## src/rtl/armleocpu_ptw_arbiter_if.sv

```systemverilog
// ---------------------------------------------------------------------------
// armleocpu_ptw_arbiter_if
//
// Bundles every handshake/bus signal of the page-table-walker arbiter so the
// arbiter, the two MMU requesters and the PTW can be wired with one port.
//
// Signal groups:
//   r0_* / r1_*   : translation request ports (0 = data MMU, 1 = fetch MMU)
//                   request, virtual_address[19:0] in; ack, done out
//   res_*         : shared registered result bus (valid while an rN_done
//                   is high): pagefault, accessfault, access_bits[7:0],
//                   physical_address[21:0]
//   ptw_*         : page table walker side: resolve_request and
//                   virtual_address[19:0] out; resolve_ack, resolve_done,
//                   resolve_pagefault, resolve_accessfault,
//                   resolve_access_bits[7:0], resolve_physical_address[21:0]
//                   in
//   flush / busy  : kill the in-flight translation / arbiter not idle
//
// Modports:
//   slave  : the arbiter's view (requests and PTW results come in)
//   master : the surrounding system's view (drives requests, PTW results)
// ---------------------------------------------------------------------------
interface armleocpu_ptw_arbiter_if;
  logic        r0_request;
  logic [19:0] r0_virtual_address;
  logic        r0_ack;
  logic        r0_done;

  logic        r1_request;
  logic [19:0] r1_virtual_address;
  logic        r1_ack;
  logic        r1_done;

  logic        res_pagefault;
  logic        res_accessfault;
  logic [7:0]  res_access_bits;
  logic [21:0] res_physical_address;

  logic        ptw_resolve_request;
  logic [19:0] ptw_virtual_address;
  logic        ptw_resolve_ack;
  logic        ptw_resolve_done;
  logic        ptw_resolve_pagefault;
  logic        ptw_resolve_accessfault;
  logic [7:0]  ptw_resolve_access_bits;
  logic [21:0] ptw_resolve_physical_address;

  logic        flush;
  logic        busy;

  modport slave (
    input  r0_request, r0_virtual_address,
    output r0_ack, r0_done,
    input  r1_request, r1_virtual_address,
    output r1_ack, r1_done,
    output res_pagefault, res_accessfault, res_access_bits, res_physical_address,
    output ptw_resolve_request, ptw_virtual_address,
    input  ptw_resolve_ack, ptw_resolve_done,
    input  ptw_resolve_pagefault, ptw_resolve_accessfault,
    input  ptw_resolve_access_bits, ptw_resolve_physical_address,
    input  flush,
    output busy
  );

  modport master (
    output r0_request, r0_virtual_address,
    input  r0_ack, r0_done,
    output r1_request, r1_virtual_address,
    input  r1_ack, r1_done,
    input  res_pagefault, res_accessfault, res_access_bits, res_physical_address,
    input  ptw_resolve_request, ptw_virtual_address,
    output ptw_resolve_ack, ptw_resolve_done,
    output ptw_resolve_pagefault, ptw_resolve_accessfault,
    output ptw_resolve_access_bits, ptw_resolve_physical_address,
    output flush,
    input  busy
  );
endinterface

```

## src/rtl/armleocpu_ptw_arbiter.sv

```systemverilog
// ---------------------------------------------------------------------------
// armleocpu_ptw_arbiter
//
// Shares a single page table walker between the data MMU (port 0) and the
// fetch MMU (port 1). One translation is in flight at a time:
//   IDLE  : sample requests, grant one port (round-robin on a tie), latch
//           its virtual address, pulse that port's ack on the next cycle
//   ISSUE : present the latched address to the PTW until it acknowledges
//   WAIT  : wait for the PTW result, copy it to the shared res_* bus and
//           pulse the granted port's done
// A flush in ISSUE abandons the request before it reaches the PTW. A flush
// in WAIT cannot stop the walk, so the result is awaited and discarded.
//
// Ports:
//   clk    : clock, all state changes on the rising edge
//   rst_n  : synchronous active-low reset (the PTW shares it)
//   bus    : armleocpu_ptw_arbiter_if.slave, see the interface file
// ---------------------------------------------------------------------------
module armleocpu_ptw_arbiter (
  input  logic                    clk,
  input  logic                    rst_n,
  armleocpu_ptw_arbiter_if.slave  bus
);

  typedef enum logic [1:0] {
    IDLE  = 2'd0,
    ISSUE = 2'd1,
    WAIT  = 2'd2
  } state_t;

  state_t      r_state;
  // Port that won the most recent grant; 1 after reset so port 0 wins the
  // first tie.
  logic        r_last_grant;
  // Port that owns the in-flight translation, selects which done pulses.
  logic        r_granted;
  // Set when the in-flight walk was flushed while waiting for its result.
  logic        r_killed;
  logic [19:0] r_saved_va;

  logic        r_r0_ack;
  logic        r_r1_ack;
  logic        r_r0_done;
  logic        r_r1_done;
  logic        r_res_pagefault;
  logic        r_res_accessfault;
  logic [7:0]  r_res_access_bits;
  logic [21:0] r_res_physical_address;

  logic        w_any_request;
  logic        w_grant0;
  logic        w_discard_result;

  assign w_any_request = bus.r0_request | bus.r1_request;

  // Port 0 wins when it is alone, or on a tie when port 1 won last time.
  assign w_grant0 = bus.r0_request & (~bus.r1_request | r_last_grant);

  // A flush arriving in the same cycle as done still kills the result.
  assign w_discard_result = r_killed | bus.flush;

  // Arbiter FSM; every output except the PTW request/address and busy is
  // registered here.
  always_ff @(posedge clk) begin
    if (!rst_n) begin
      r_state                <= IDLE;
      r_last_grant           <= 1'b1;
      r_granted              <= 1'b0;
      r_killed               <= 1'b0;
      r_saved_va             <= '0;
      r_r0_ack               <= 1'b0;
      r_r1_ack               <= 1'b0;
      r_r0_done              <= 1'b0;
      r_r1_done              <= 1'b0;
      r_res_pagefault        <= 1'b0;
      r_res_accessfault      <= 1'b0;
      r_res_access_bits      <= '0;
      r_res_physical_address <= '0;
    end else begin
      // ack and done are single-cycle pulses.
      r_r0_ack  <= 1'b0;
      r_r1_ack  <= 1'b0;
      r_r0_done <= 1'b0;
      r_r1_done <= 1'b0;

      case (r_state)
        IDLE: begin
          // flush is deliberately ignored here.
          if (w_any_request) begin
            r_granted    <= ~w_grant0;
            r_last_grant <= ~w_grant0;
            r_saved_va   <= w_grant0 ? bus.r0_virtual_address
                                     : bus.r1_virtual_address;
            r_r0_ack     <= w_grant0;
            r_r1_ack     <= ~w_grant0;
            r_killed     <= 1'b0;
            r_state      <= ISSUE;
          end
        end

        ISSUE: begin
          if (bus.flush) begin
            r_state <= IDLE;
          end else if (bus.ptw_resolve_ack) begin
            r_state <= WAIT;
          end
        end

        WAIT: begin
          if (bus.ptw_resolve_done) begin
            if (!w_discard_result) begin
              r_res_pagefault        <= bus.ptw_resolve_pagefault;
              r_res_accessfault      <= bus.ptw_resolve_accessfault;
              r_res_access_bits      <= bus.ptw_resolve_access_bits;
              r_res_physical_address <= bus.ptw_resolve_physical_address;
              r_r0_done              <= ~r_granted;
              r_r1_done              <= r_granted;
            end
            r_killed <= 1'b0;
            r_state  <= IDLE;
          end else if (bus.flush) begin
            r_killed <= 1'b1;
          end
        end

        default: begin
          r_state <= IDLE;
        end
      endcase
    end
  end

  // The PTW request is withdrawn combinationally in a flush cycle so the
  // walker never starts a translation that is already dead.
  assign bus.ptw_resolve_request = (r_state == ISSUE) & ~bus.flush;
  assign bus.ptw_virtual_address = r_saved_va;
  assign bus.busy                = (r_state != IDLE);

  assign bus.r0_ack               = r_r0_ack;
  assign bus.r1_ack               = r_r1_ack;
  assign bus.r0_done              = r_r0_done;
  assign bus.r1_done              = r_r1_done;
  assign bus.res_pagefault        = r_res_pagefault;
  assign bus.res_accessfault      = r_res_accessfault;
  assign bus.res_access_bits      = r_res_access_bits;
  assign bus.res_physical_address = r_res_physical_address;

endmodule
```

## src/flat_wrapper.sv

```systemverilog
// flat-port wrapper written by rule: the top's interface ports become plain ports
module armleocpu_ptw_arbiter_flat 
  (clk, rst_n, bus_r0_request, bus_r0_virtual_address, bus_r0_ack, bus_r0_done, bus_r1_request, bus_r1_virtual_address, bus_r1_ack, bus_r1_done, bus_res_pagefault, bus_res_accessfault, bus_res_access_bits, bus_res_physical_address, bus_ptw_resolve_request, bus_ptw_virtual_address, bus_ptw_resolve_ack, bus_ptw_resolve_done, bus_ptw_resolve_pagefault, bus_ptw_resolve_accessfault, bus_ptw_resolve_access_bits, bus_ptw_resolve_physical_address, bus_flush, bus_busy);
  armleocpu_ptw_arbiter_if bus_i ();
  input  logic clk;
  input  logic rst_n;
  input wire logic [$bits(bus_i.r0_request)-1:0] bus_r0_request;
  input wire logic [$bits(bus_i.r0_virtual_address)-1:0] bus_r0_virtual_address;
  output wire logic [$bits(bus_i.r0_ack)-1:0] bus_r0_ack;
  output wire logic [$bits(bus_i.r0_done)-1:0] bus_r0_done;
  input wire logic [$bits(bus_i.r1_request)-1:0] bus_r1_request;
  input wire logic [$bits(bus_i.r1_virtual_address)-1:0] bus_r1_virtual_address;
  output wire logic [$bits(bus_i.r1_ack)-1:0] bus_r1_ack;
  output wire logic [$bits(bus_i.r1_done)-1:0] bus_r1_done;
  output wire logic [$bits(bus_i.res_pagefault)-1:0] bus_res_pagefault;
  output wire logic [$bits(bus_i.res_accessfault)-1:0] bus_res_accessfault;
  output wire logic [$bits(bus_i.res_access_bits)-1:0] bus_res_access_bits;
  output wire logic [$bits(bus_i.res_physical_address)-1:0] bus_res_physical_address;
  output wire logic [$bits(bus_i.ptw_resolve_request)-1:0] bus_ptw_resolve_request;
  output wire logic [$bits(bus_i.ptw_virtual_address)-1:0] bus_ptw_virtual_address;
  input wire logic [$bits(bus_i.ptw_resolve_ack)-1:0] bus_ptw_resolve_ack;
  input wire logic [$bits(bus_i.ptw_resolve_done)-1:0] bus_ptw_resolve_done;
  input wire logic [$bits(bus_i.ptw_resolve_pagefault)-1:0] bus_ptw_resolve_pagefault;
  input wire logic [$bits(bus_i.ptw_resolve_accessfault)-1:0] bus_ptw_resolve_accessfault;
  input wire logic [$bits(bus_i.ptw_resolve_access_bits)-1:0] bus_ptw_resolve_access_bits;
  input wire logic [$bits(bus_i.ptw_resolve_physical_address)-1:0] bus_ptw_resolve_physical_address;
  input wire logic [$bits(bus_i.flush)-1:0] bus_flush;
  output wire logic [$bits(bus_i.busy)-1:0] bus_busy;
  assign bus_i.r0_request = bus_r0_request;
  assign bus_i.r0_virtual_address = bus_r0_virtual_address;
  assign bus_r0_ack = bus_i.r0_ack;
  assign bus_r0_done = bus_i.r0_done;
  assign bus_i.r1_request = bus_r1_request;
  assign bus_i.r1_virtual_address = bus_r1_virtual_address;
  assign bus_r1_ack = bus_i.r1_ack;
  assign bus_r1_done = bus_i.r1_done;
  assign bus_res_pagefault = bus_i.res_pagefault;
  assign bus_res_accessfault = bus_i.res_accessfault;
  assign bus_res_access_bits = bus_i.res_access_bits;
  assign bus_res_physical_address = bus_i.res_physical_address;
  assign bus_ptw_resolve_request = bus_i.ptw_resolve_request;
  assign bus_ptw_virtual_address = bus_i.ptw_virtual_address;
  assign bus_i.ptw_resolve_ack = bus_ptw_resolve_ack;
  assign bus_i.ptw_resolve_done = bus_ptw_resolve_done;
  assign bus_i.ptw_resolve_pagefault = bus_ptw_resolve_pagefault;
  assign bus_i.ptw_resolve_accessfault = bus_ptw_resolve_accessfault;
  assign bus_i.ptw_resolve_access_bits = bus_ptw_resolve_access_bits;
  assign bus_i.ptw_resolve_physical_address = bus_ptw_resolve_physical_address;
  assign bus_i.flush = bus_flush;
  assign bus_busy = bus_i.busy;
  armleocpu_ptw_arbiter u_core (.clk(clk), .rst_n(rst_n), .bus(bus_i));
endmodule
```

## config.mk

```make
export PLATFORM = sky130hd
export DESIGN_NAME = armleocpu_ptw_arbiter_flat
export DESIGN_NICKNAME = d
export VERILOG_FILES = /design/src/rtl/armleocpu_ptw_arbiter_if.sv /design/src/rtl/armleocpu_ptw_arbiter.sv /design/src/flat_wrapper.sv
export SDC_FILE = /design/constraint.sdc
export NUM_CORES = 1
export LEC_CHECK = 0
export BUFFER_PORTS_ARGS = -buffer_cell sky130_fd_sc_hd__buf_2
export CAP_MARGIN = 30
export CELL_PAD_IN_SITES_DETAIL_PLACEMENT = 1
export CELL_PAD_IN_SITES_GLOBAL_PLACEMENT = 2
export CORE_UTILIZATION = 28
export CTS_BUF_LIST = sky130_fd_sc_hd__clkbuf_4 sky130_fd_sc_hd__clkbuf_8
export CTS_CLUSTER_SIZE = 8
export DETAILED_ROUTE_END_ITERATION = 6
export GPL_ROUTABILITY_DRIVEN = 0
export MAX_ROUTING_LAYER = met4
export PLACE_DENSITY = 0.9
export SYNTH_ARGS = -nofsm -noshare
export SYNTH_HDL_FRONTEND = slang
export SYNTH_SLANG_ARGS = --single-unit
```

## constraint.sdc

```tcl
create_clock -name clk -period 2 [get_ports clk]
set_input_delay 0.2 -clock clk [delete_from_list [all_inputs] [get_ports clk]]
set_output_delay 0.2 -clock clk [all_outputs]
set_load 0.02 [all_outputs]
```

# [Word-level counts from Yosys, hierarchy flattened]
# Cells that the tools add are included.
[totals] regBits=61 out_inout_bits=58 word_cells=51 inputBits=79
[classes] muxes=10 bitwise_logic=13 n_reduce_logical=9 eq_ne=6
[op_table] operator="two-way mux 20 bit" count=1
[op_table] operator="AND reduction 3 bit" count=4
[op_table] operator="two-way mux 2 bit" count=4
[op_table] operator="NOT 1 bit" count=8
[op_table] operator="inequality test 3 bit, second input constant" count=2
[op_table] operator="case mux 2 bit (3 select lines)" count=1
[op_table] operator="nonzero test 2 bit" count=2
[op_table] operator="OR reduction 4 bit" count=1
[op_table] operator="two-way mux 1 bit" count=3
[op_table] operator="bitwise OR 1 bit" count=3
[op_table] operator="bitwise AND 1 bit" count=2
[op_table] operator="equality test 2 x 1 -> 1 bit, second input constant" count=1
[op_table] operator="equality test 2 bit, second input constant" count=1
[op_table] operator="logical NOT 2 bit" count=1
[op_table] operator="inequality test 2 x 1 -> 1 bit, second input constant" count=1
[op_table] operator="inequality test 2 bit, second input constant" count=1
[op_table] operator="case mux 1 bit (2 select lines)" count=1
[op_table] operator="AND reduction 2 bit" count=1

# [Logic depth before layout (Yosys ltp)]
[logic_depth] ltp_word=4 depth_mapped=5 mapped_depth_nobuf=4

# [Least setup slack after synthesis]
# Ideal clock, no wire load.
[synth_timing] path_type="register to register" start="register u_core.r_state[0]" end="register u_core.r_state[1]" path_stages_with_launch=4 path_buffers=0 t_required_ps=1933 slack_ps=629 setup_ps=67 synth_period_minus_slack_ps=1371 arrival_time_ps=1304 cell_sequence="dfxtp_1 -> nor3b_1 -> a22oi_1 -> nor2_1"
[synth_between] elab_chain_len=3 elab_cells_between_ends=8 cone_classes="eq/ne: 5; mux: 1; reduce/logical: 2"
[synth_lines] element="start, declared" line="armleocpu_ptw_arbiter.sv:31" rtl="state_t r_state;"
[synth_lines] element="start signal, assigned" line="armleocpu_ptw_arbiter.sv:66" rtl="r_state <= IDLE;"
[synth_lines] element="start signal, assigned" line="armleocpu_ptw_arbiter.sv:97" rtl="r_state <= ISSUE;"
[synth_lines] element="start signal, assigned" line="armleocpu_ptw_arbiter.sv:103" rtl="r_state <= IDLE;"
[synth_lines] element="equality test 2 x 1 -> 1 bit (tied with other cells)" line="armleocpu_ptw_arbiter.sv:86" rtl="case (r_state)"
[synth_lines] element="inequality test 3 bit (no source line) (tied with other cells)"
[synth_lines] element="AND reduction 3 bit (no source line)"
# Parallel ways exist; a longest one is shown, timed or not.
# A chain may end at the register's enable or synchronous reset.

# [Final worst setup path]
[layout_timing] start="register u_core.r_state[1]" end="output port bus_busy"
[layout_between] elab_chain_len=1
[layout_lines] element="nonzero test 2 bit" line="armleocpu_ptw_arbiter.sv:137" rtl="assign bus.busy = (r_state != IDLE);"
[layout_lines] element="end, declared" line="flat_wrapper.sv:28" rtl="output wire logic [$bits(bus_i.busy)-1:0] bus_busy;"
# No other way between the ends.

==> flow_metrics.tcl <==
set metrics [dict create \
    status "finished clean" \
    final_area_mm2 0.00374 \
    clock_sinks 61 \
    timing.final.hold_violations 0 \
    pwr-share-comb_pct 15.4 \
    crit_path_start_kind "flip-flop" \
    swShare_pct 25.2 \
    cts_root_buffer "clkbuf_8" \
    ys_ff_latch 61 \
    synth_nets 370 \
    remaining_drc_errors 0 \
    grt_usage_pct 16.3 \
    port_buffers 136 \
    htree_levels 3 \
    core-area_mm2 0.00937 \
    ios 137 \
    synth_area_leaders "dfxtp_1, mux2i_1, nand2_1, o311a_1, o21bai_1" \
    p_int_mw 2.32 \
    drt_iter0_drc 39 \
    wl_per_cell_um 14.2 \
    final_util_pct 40.0 \
    layout.nets 497 \
    required_ns 1.80 \
    path_class "flip-flop to output pin" \
    antenna_found_initial 0 \
    clk_path_buf_depth 2 \
    fin_setup_tns_ns 0 \
    clkPwrFrac_pct 42.8 \
    setup_viol 0 \
    worstHoldStart "bus_ptw_resolve_done" \
    ys.flop_type "dfxtp_1" \
    drv_slew 0 \
    p_sw_mw 0.782 \
    async_flop_share_pct 0 \
    clk_pin_slew_ns 0.07 \
    fin_worst_skew_ns 0.00934 \
    post-dp-hpwl_um 5620 \
    synth_cell_types 26 \
    synth_top_area_share_pct 44.4 \
    slew_headroom_pct 57.8 \
    wirelength_um 7850 \
    crit_path_start "u_core.r_state[1]" \
    syn-cell-area_mm2 0.00275 \
    diodes 0 \
    die_y_um 101 \
    grt_pass1_wl_um 12500 \
    fin_crit_sh_pct 81.0 \
    cpLargestDelayFamily "buffers and inverters" \
    hold_class "input pin to flip-flop" \
    layout.cells.non_filler 552 \
    cts_hold_buf 0 \
    r2r-start "u_core.r_last_grant" \
    pwr-share-seq_pct 41.9 \
    critical-path-slowest-cell "dfxtp_1" \
    area_growth_pct 36.1 \
    leakage_nw 1.82 \
    placed_cells 536 \
    synth_edf_count 0 \
    path_max_fanout 22 \
    synthesis.instances 291 \
    cts_setup_buffers 0 \
    placed_cell_area_mm2 0.00350 \
    via_per_inst 4.70 \
    arrival_ns 1.42 \
    fmax_mhz 618 \
    crit_buf_inv 3 \
    vias 2597 \
    ant_nets 0 \
    insertion_delay_ns 0.33 \
    yosysSeqAreaShare_pct 44.4 \
    crit_chain "nor2_1 > inv_1 > buf_4 > buf_2" \
    drive_gt1_share_pct 38.8 \
    syn_area_per_cell_um2 9.45 \
    row_count 35 \
    die-area_mm2 0.0102 \
    rsz0062_at_grt "false" \
    tritoncts.num_buffers 9 \
    cts_tree "done" \
    die_w_um 101 \
    power.density_mw_per_mm2 830 \
    crit_path_end_kind "output pin" \
    start_util_pct 29.4 \
    drv_cap 0 \
    yosysWarnings 0 \
    grt_max_degree 43 \
    period_needed_ns 1.62 \
    vdd_drop_max_uv 272 \
    grt_pass1_vias 2658 \
    first_pass_iters 4 \
    grt_overflow 0 \
    ctsResizeCount 0 \
    yosysTopAreaCell "dfxtp_1" \
    crit_path_max_incr_delay_ns 0.33 \
    tightest_slew_ns 0.633 \
]
## placed cells by master (no fill, tap or decap), types with 4 or more instances in the layout
cell type and n:
nand2_1 65, clkbuf_8 9, dfxtp_1 61, nor2_1 4, buf_2 136, o21bai_1 21, and3_1 22, buf_4 7
mux2i_1 32, o311a_1 20, a21boi_0 20
## cells in the mapped netlist, types with 2 or more instances
master,number
a21boi_0,20
a21oi_1,2
and3_1,22
buf_12,3
buf_2,5
clkbuf_1,19
dfxtp_1,61
inv_1,3
mux2i_1,32
nand2_1,65
nor2_1,4
nor3b_1,2
o21bai_1,21
o311a_1,20
## area by class of cell
cell class	count	area [µm²]
inverters	3	11.3
flip-flops and latches	61	1220
clock buffers	10	131
well taps	129	161
fillers	1150	5630
multi-input cells	199	1360
repair buffers	144	753
clock inverters	6	111
## state kept, by name, indices dropped and copies added (netlist names)
signal	count
u_core.bus.res_physical_address	22
u_core.bus.r1_ack	1
u_core.bus.r0_ack	1
u_core.bus.ptw_virtual_address	20
u_core.bus.res_pagefault	1
u_core.r_state	2
u_core.bus.res_access_bits	8
u_core.r_granted	1
u_core.r_killed	1
u_core.bus.res_accessfault	1
u_core.r_last_grant	1
u_core.bus.r0_done	1
u_core.bus.r1_done	1
## metrics by stage
step           power, mW  setup WS, ns  hold WS, ns
6_report            3.11         0.381       0.0862
5_1_grt             3.28         0.263       0.0697
4_1_cts             3.17         0.337       0.0718
3_5_place_dp        1.81         0.410        0.447
3_3_place_gp        1.80         0.490        0.424
2_1_floorplan       1.62         0.629        0.314
## layer usage
layer / global-route usage [%] / vias to the layer above / share of wire (%)
li1: - / 1282 / -
met1: 18.7 / 1202 / 46
met2: 27.2 / 104 / 46
met3: 4.14 / 9 / 6.9
met4: 6.69 / 0 / 1.4
met5: - / - / 0
## power groups by stage
stage / clock network, mW / logic [mW] / registers [mW]
2_1_floorplan: 0 / 0.231 / 1.39
3_3_place_gp: 0 / 0.468 / 1.33
4_1_cts: 1.38 / 0.486 / 1.30
3_5_place_dp: 0 / 0.485 / 1.33
6_report: 1.33 / 0.477 / 1.30
5_1_grt: 1.45 / 0.524 / 1.31
## worst paths after layout
kind              slack, ns  cells past startpoint                                   to
setup / recovery       0.38                      4                             bus_busy
hold / removal         0.09                      2                      u_core.r_killed
setup reg to reg       0.43                      3    u_core.bus.ptw_virtual_address[1]
hold reg to reg        0.46                      2  u_core.bus.res_physical_address[15]
## kinds of logic (layout without fill, tap and decap cells)
logic type             Yosys count  in the layout  synth area share, %
AOI/OAI and AO/OA               68             68                 20.2
buffers and inverters           31            163                 6.50
DFF                             61             61                 44.4
muxes                           32             32                 11.6
and+or+nand+nor                 99             99                 17.2
No activity file was read; power rests on OpenSTA's default activity.
